**config.mk**
```make
export PLATFORM = sky130hd
export DESIGN_NAME = seg_display_arbiter
export DESIGN_NICKNAME = d
export VERILOG_FILES = /design/src/rtl/seg_display_arbiter.sv
export SDC_FILE = /design/constraint.sdc
export NUM_CORES = 1
export LEC_CHECK = 0
export CORE_UTILIZATION = 53
export DETAILED_ROUTE_END_ITERATION = 6
export PLACE_DENSITY_LB_ADDON = 0.05
export SETUP_SLACK_MARGIN = 0.1
export SLEW_MARGIN = 25
export SYNTH_ARGS = -nofsm -noshare
export SYNTH_HDL_FRONTEND = slang
export SYNTH_SLANG_ARGS = --single-unit
export TNS_END_PERCENT = 30
```
**constraint.sdc**
```tcl
create_clock -name clk -period 10.3 [get_ports clk]
set_clock_uncertainty 0.1 [all_clocks]
set_input_delay 3.09 -clock clk [delete_from_list [all_inputs] [get_ports clk]]
set_output_delay 3.09 -clock clk [all_outputs]
set_load 0.05 [all_outputs]
```
**src/rtl/seg_display_arbiter.sv**
```systemverilog
// Round-robin owner of the shared 7-segment display: four requesters, fixed hold window per grant.
// Build option SEG_ARB_BLANK_EN: blank the display while idle instead of keeping the last digit.
module seg_display_arbiter #(
    parameter int HOLD_CYCLES = 100
) (
    input  logic       clk,
    input  logic       rst,
    input  logic [3:0] req,
    input  logic [3:0] digit0,
    input  logic [3:0] digit1,
    input  logic [3:0] digit2,
    input  logic [3:0] digit3,
    output logic [3:0] ack,
    output logic [3:0] grant,
    output logic [6:0] segments,
    output logic       busy
);

    localparam int CW = $clog2(HOLD_CYCLES) + 1;
    localparam logic [CW-1:0] CNT_LOAD = CW'(HOLD_CYCLES - 1);
    localparam logic [CW-1:0] CNT_ZERO = {CW{1'b0}};
    localparam logic [CW-1:0] CNT_ONE  = {{(CW-1){1'b0}}, 1'b1};

    typedef enum logic [0:0] {
        IDLE = 1'b0,
        SHOW = 1'b1
    } state_t;

    // Hex digit to active-high a..g pattern (bit0 = a).
    function automatic logic [6:0] seg_decode(input logic [3:0] d);
        logic [6:0] p;
        case (d)
            4'h0:    p = 7'h3F;
            4'h1:    p = 7'h06;
            4'h2:    p = 7'h5B;
            4'h3:    p = 7'h4F;
            4'h4:    p = 7'h66;
            4'h5:    p = 7'h6D;
            4'h6:    p = 7'h7D;
            4'h7:    p = 7'h07;
            4'h8:    p = 7'h7F;
            4'h9:    p = 7'h6F;
            4'hA:    p = 7'h77;
            4'hB:    p = 7'h7C;
            4'hC:    p = 7'h39;
            4'hD:    p = 7'h5E;
            4'hE:    p = 7'h79;
            4'hF:    p = 7'h71;
            default: p = 7'h00;
        endcase
        return p;
    endfunction

    // First set request scanning upward from the slot after the previous owner;
    // the previous owner itself is considered last.
    function automatic logic [1:0] rr_pick(input logic [3:0] r, input logic [1:0] l);
        logic [1:0] idx;
        logic       found;
        logic [1:0] win;
        win   = l;
        found = 1'b0;
        for (int k = 1; k <= 4; k++) begin
            idx = l + k[1:0];
            if (!found && r[idx]) begin
                win   = idx;
                found = 1'b1;
            end
        end
        return win;
    endfunction

    state_t        state_r, state_n;
    logic [CW-1:0] cnt_r, cnt_n;
    logic [1:0]    last_r, last_n;
    logic [3:0]    grant_r, grant_n;
    logic [3:0]    ack_r, ack_n;
    logic [3:0]    digit_r, digit_n;
    logic          valid_r, valid_n;
    logic [6:0]    seg_r, seg_n;
    logic          arb_s;
    logic [1:0]    win_s;
    logic [3:0]    win_digit_s;

    assign arb_s = (state_r == IDLE) || (cnt_r == CNT_ZERO);
    assign win_s = rr_pick(req, last_r);

    // Select the value offered by the arbitration winner.
    always_comb begin
        win_digit_s = 4'h0;
        case (win_s)
            2'd0:    win_digit_s = digit0;
            2'd1:    win_digit_s = digit1;
            2'd2:    win_digit_s = digit2;
            2'd3:    win_digit_s = digit3;
            default: win_digit_s = 4'h0;
        endcase
    end

    // Next-state, grant/ack and latched-digit logic.
    always_comb begin
        state_n = state_r;
        cnt_n   = cnt_r;
        last_n  = last_r;
        grant_n = grant_r;
        ack_n   = 4'b0000;
        digit_n = digit_r;
        valid_n = valid_r;
        if (arb_s) begin
            if (req != 4'b0000) begin
                state_n = SHOW;
                cnt_n   = CNT_LOAD;
                last_n  = win_s;
                grant_n = 4'b0001 << win_s;
                ack_n   = 4'b0001 << win_s;
                digit_n = win_digit_s;
                valid_n = 1'b1;
            end else begin
                state_n = IDLE;
                cnt_n   = CNT_ZERO;
                grant_n = 4'b0000;
            end
        end else begin
            cnt_n = cnt_r - CNT_ONE;
        end
    end

    // Segment pattern is computed from the next latched digit so it lines up with grant.
    always_comb begin
        seg_n = 7'h00;
`ifdef SEG_ARB_BLANK_EN
        if (state_n == SHOW) begin
            seg_n = seg_decode(digit_n);
        end else begin
            seg_n = 7'h00;
        end
`else
        if (valid_n) begin
            seg_n = seg_decode(digit_n);
        end else begin
            seg_n = 7'h00;
        end
`endif
    end

    // State and output registers; pointer resets to 3 so requester 0 is served first.
    always_ff @(posedge clk or negedge rst) begin
        if (!rst) begin
            state_r <= IDLE;
            cnt_r   <= CNT_ZERO;
            last_r  <= 2'd3;
            grant_r <= 4'b0000;
            ack_r   <= 4'b0000;
            digit_r <= 4'h0;
            valid_r <= 1'b0;
            seg_r   <= 7'h00;
        end else begin
            state_r <= state_n;
            cnt_r   <= cnt_n;
            last_r  <= last_n;
            grant_r <= grant_n;
            ack_r   <= ack_n;
            digit_r <= digit_n;
            valid_r <= valid_n;
            seg_r   <= seg_n;
        end
    end

    assign ack      = ack_r;
    assign grant    = grant_r;
    assign segments = seg_r;
    assign busy     = (state_r == SHOW);

endmodule
```
### After elaboration in Yosys (flattened, before gate mapping)

Memory sizes are Yosys's and may differ from the RTL's.
Cells that the tools add are included.

* bits in registers: 31
* memory bits (read-only): 112
* input bits: 22
* logic and storage cells: 59
* memories kept: 1

Memory list
* (name not given): depth 16, width 7, read ports 1, clocked after memory_dff 0, wr ports 0, RTL line 32 `case (d)`

* $add $sub $neg: 4
* order comparisons: 4
* equal/unequal tests: 3
* shifts and indexed selects: 1
* multiplexer cells: 26
* bitwise operators: 1
* reduce and logical (&&, ||, !) cells: 11

Operators with widths (number)
* 4-bit 2-to-1 mux: 4
* 4-bit case mux with 4 select lines: 1
* 7-bit 2-to-1 mux: 2
* 2-bit by 3-bit < comparator with 1-bit output (second input constant): 4
* 1-bit 2-to-1 mux: 10
* 1-bit binary-select mux with 2-bit select: 4
* 8-bit logical NOT: 1
* 2-bit 2-to-1 mux: 4
* 8-bit 2-to-1 mux: 1
* 8-bit by 1-bit subtractor with 8-bit output (second input constant): 1
* 2-bit adder (second input constant): 2
* 2-bit equality test (second input constant): 2
* 4-bit nonzero test: 1
* 1-bit by 2-bit left shift with 4-bit output (first input constant): 1
* 1-bit logical AND: 3
* 1-bit logical NOT: 3
* 2-bit by 1-bit adder with 2-bit output (second input constant): 1
* 2-bit by 1-bit equality test with 1-bit output (second input constant): 1
* 2-bit logical NOT: 1
* 2-bit AND reduction: 1
* 1-bit logical OR: 1
* 1-bit NOT: 1

### Logic depth before layout (Yosys ltp)

An unclocked memory read counts as a cell.

* depth in word-level cells: 19
* depth in mapped cells: 12
* mapped depth without buffers: 11

### Worst setup path before layout

No wires, ideal clock.

* kind: input-to-reg
* start: input req[3]
* end: register seg_r[3] (netlist: segments[3])
* library setup time: 74 ps
* data arrival time: 5663 ps
* data required time: 10126 ps
* path slack: 4463 ps
* stages on the path: 10
* path buffers: 0
* cells stage by stage: or2b_2 o21ai_2 a221oi_4 mux4_1 mux2i_2 inv_1 ha_1 mux4_2 nand3b_1 o21ai_2

* longest elaborated chain between the ends: 18

Ends and longest elaborated chain
* start, declared: RTL line 8 `input logic [3:0] req,`
* 1-bit binary-select mux with 2-bit select: RTL line 64 `if (!found && r[idx]) begin`
* 1-bit 2-to-1 mux (implied by the code): RTL line 64
* 1-bit 2-to-1 mux: RTL line 64
* 1-bit logical NOT: RTL line 64
* 1-bit logical AND: RTL line 64
* 1-bit 2-to-1 mux: RTL line 64
* 1-bit logical NOT: RTL line 64
* 1-bit logical AND: RTL line 64
* [... 4 more ...]
* 2-bit equality test, or another cell as far along: RTL line 90 `case (win_s)`
* 4-bit case mux with 4 select lines: RTL line 90
* 4-bit 2-to-1 mux *: RTL line 109 `if (req != 4'b0000) begin`
* 4-bit 2-to-1 mux *: RTL line 108 `if (arb_s) begin`
* net digit_n[0]: RTL line 77 `logic [3:0] digit_r, digit_n;`
* memory 16 x 7 bit *
* 7-bit 2-to-1 mux *: RTL line 137 `if (valid_n) begin`
* net seg_n[3]: RTL line 79 `logic [6:0] seg_r, seg_n;`
* end signal, assigned: RTL line 164 `seg_r <= seg_n;`
* end, declared: RTL line 79

Mark *: on every way through the listed nets, which the timed path passes. The rest lies on a longest branch. The select of a mux whose other input is x is not followed.
A chain may end at the register's enable or synchronous reset.

### Worst setup path in the final report

Ends and elaborated chain as after synthesis.

==> reports/summary.txt <==
DRC errors left -> 3
Leak -> 0.9002 nW
Cell Area, Synth -> 1632 um^2
Post CTS Setup Buffer Count -> 0
Crit-path cells -> clkdlybuf4s50_1 -> or2b_2 -> o21ai_2 -> a221oi_4 -> mux4_1 -> mux2i_1 -> inv_1 -> ha_1 -> mux4_2 -> nand3b_1 -> o21ai_2
Min-delay worst type -> reg -> reg
Critical path class -> in -> reg
Max_slew headroom -> 37.44%
CTS Buf Count -> 5
Placed insts -> 206
Seq/Total Area, Yosys -> 47.70%
N_diodes -> 0
Power density over the cells -> 295.9 nW/um^2
#FFs+latches synth -> 31
H-tree depth -> 2
Port buffer count -> 37
CTS root buf -> clkbuf_4
Most common cell after layout, fill and taps aside -> clkdlybuf4s50_1
Synthesis Warnings -> 0
GRT Residual Overflow -> 0
Reg clk slew, reported paths -> 0.09 ns
DRT iter0 DRCs -> 37
Int Pwr -> 0.0003448 W
Number of global-route vias before repair -> 1246
Initial antenna violation count -> 0
Distinct cells, synth -> 39
Critical Path Most Common Cell -> o21ai_2
Worst path required time -> 10.47 ns
Combinational share of power -> 56.1%
Share of cells above drive strength 1 -> 11.48%
CTS tree -> built
Post-route cell area -> 2076 um^2
Fmax -> 0.1581 GHz
Switching Power -> 0.0002694 W
Clock Tree Buf Depth -> 2
Power share of the sequential group -> 33.1%
Maximum vdd ir drop -> 0.0001622 V
Floorplan die width -> 57.49 um
Post-route minimum period -> 6.324 ns
Period utilisation layout -> 61.40%
Syn Nets -> 169
Hold_sp -> grant[2]$_DFFE_PN0N_
Final Hold Fails -> 0
IO Count -> 38
Crit. End Element -> flip-flop
CP Max Fanout -> 8
Routed len/inst -> 14.52 um
Largest net degree at the start of global routing -> 32
Die Height -> 57.49 um
Switch share -> 43.85%
Final total power -> 0.0006142 W
CP top delay family -> multiplexers
Buf/Inv on CP -> 2
CTS sink cnt -> 31
Hold-fix buffers, CTS -> 0
# Max-Cap Violations -> 0
Syn Inst Count -> 139
Post-DP Area -> 2026 um^2
Slowest-stage cell, CP -> mux4_1
CP Launch Type -> input port
Cell Rows -> 19
Total track usage -> 21.85%
Die area -> 3305 um^2
Antenna Nets Post-Route -> 0
Final-report max-slew violation count -> 0
Worst slew pin tran -> 0.9298 ns
Nets -> 212
Final setup violation count -> 0
Worst r2r src -> last_r[0]$_DFFE_PN1P_
Final wirelength -> 3107 um
Post-CTS Resized -> 0
Setup tns final -> 0 ns
Final GP Congestion -> 0.8167
Share of total power in the clock network -> 10.8%
Most frequent cells in the layout -> 37 x clkdlybuf4s50_1, 29 x dfrtp_1, 16 x nor2_1, 12 x inv_1, 10 x nand2_1
Unrepaired setup endpoints after global routing -> false
Area Growth Syn to Fin -> 27.22%
Worst path max stage delay -> 0.62 ns
Non-Filler Instances -> 214
Pre-antenna DRT Iters -> 6
Initial Util -> 57.67%
Mean Syn Cell Area -> 11.74 um^2
Total number of vias -> 1190
CORE AREA -> 2829 um^2
Later-pin clock latency in the skew report -> 0.33 ns
DP Wirelength -> 2361 um
Arr. time, crit path -> 6.49 ns
First-pass GRT wire length -> 5382 um
DR vias/cell -> 5.561
Critical Path Start -> req[3]
Status -> complete, but fails checks
Failing checks -> DRC
==> cell usage after synthesis (all sizes together) <==
master | count | share of area [%]
a211oi | 2 | 0.92
a21o | 4 | 1.8
a21oi | 4 | 1.2
a221oi | 4 | 3.2
a311oi | 1 | 0.54
a32oi | 1 | 0.54
and2 | 1 | 0.38
and2b | 1 | 0.46
buf | 2 | 1.4
dfrtp | 29 | 44
dfstp | 2 | 3.2
ha | 8 | 6.1
inv | 12 | 2.8
mux2i | 6 | 4.7
mux4 | 6 | 8.7
nand2 | 10 | 2.3
nand2b | 4 | 1.7
nand3 | 1 | 0.31
nand3b | 1 | 0.46
nor2 | 17 | 4.9
nor2b | 1 | 0.38
nor3 | 2 | 0.61
nor4 | 3 | 1.2
o211ai | 1 | 0.46
o21a | 1 | 0.46
o21ai | 7 | 2.6
o41ai | 1 | 0.54
or2b | 1 | 0.54
or3 | 1 | 0.38
xnor2 | 3 | 1.6
xor2 | 2 | 1.1
==> path summary, 6_finish.rpt <==
| kind | end | slack, ns | cells past startpoint |
|---|---|---|---|
| max | segments[3]$_DFF_PN0_ | 3.98 | 11 |
| min | grant[2]$_DFFE_PN0N_ | 0.38 | 1 |
| max reg2reg | segments[3]$_DFF_PN0_ | 6.70 | 10 |
| min reg2reg | grant[2]$_DFFE_PN0N_ | 0.38 | 1 |
| max in group asynchronous | last_r[1]$_DFFE_PN1P_ | 6.74 | 2 |
| min in group asynchronous | segments[3]$_DFF_PN0_ | 3.04 | 2 |
==> per-stage QoR <==
step,hold WS [ns],util [%],worst slack [ns]
after CTS,0.3890,73.37,3.966
after floorplan,0.3430,-,4.463
final,0.3837,73.37,3.976
after global routing,0.4133,73.37,3.783
after detailed placement,0.3696,71.61,3.608
after global placement,0.3614,71.61,3.829
==> state kept, by name, indices dropped and copies added, names as in the netlist <==
register and count:
cnt_r 8, last_r 2, ack 4, busy 1, valid_r 1, grant 4, digit_r 4, segments 7
==> routing by layer <==
metal | up-vias | track usage (%) | part of all wire (%)
li1 | 578 | - | -
met5 | - | 0 | 0
met2 | 42 | 36.88 | 51
met3 | 6 | 6.576 | 4.6
met1 | 564 | 26.33 | 43
met4 | 0 | 8.362 | 1.8
==> kinds of logic (layout without fill, tap and decap cells) <==
kind of cell	count (synthesis)	in the layout	share of synthesized area (%)
compound gates	26	26	12.35
xor+xnor	5	5	2.685
fa+ha+maj	8	8	6.135
buf+inv	14	58	4.141
flops	31	31	47.70
mux	12	12	13.42
simple gates	43	43	13.58
==> power by group through the flow <==
stage | clock, W | combinational, W | sequential [W]
finish | 0.0000666 | 0.000345 | 0.000203
global route | 0.0000732 | 0.000376 | 0.000209
CTS | 0.0000695 | 0.000345 | 0.000203
detailed placement | 0 | 0.000344 | 0.000205
global placement | 0 | 0.000332 | 0.000203
floorplan | 0 | 0.000190 | 0.000269
==> final cells by class <==
class | instances | area (um^2)
inverters | 12 | 45.04
multi-input cells | 94 | 785.8
well taps | 31 | 38.79
fillers | 209 | 753.2
clock buffers | 7 | 45.04
repair buffers | 38 | 377.9
flip-flops and latches | 31 | 778.2
clock inverters | 1 | 5.005
(Power assumes the default switching activity.)
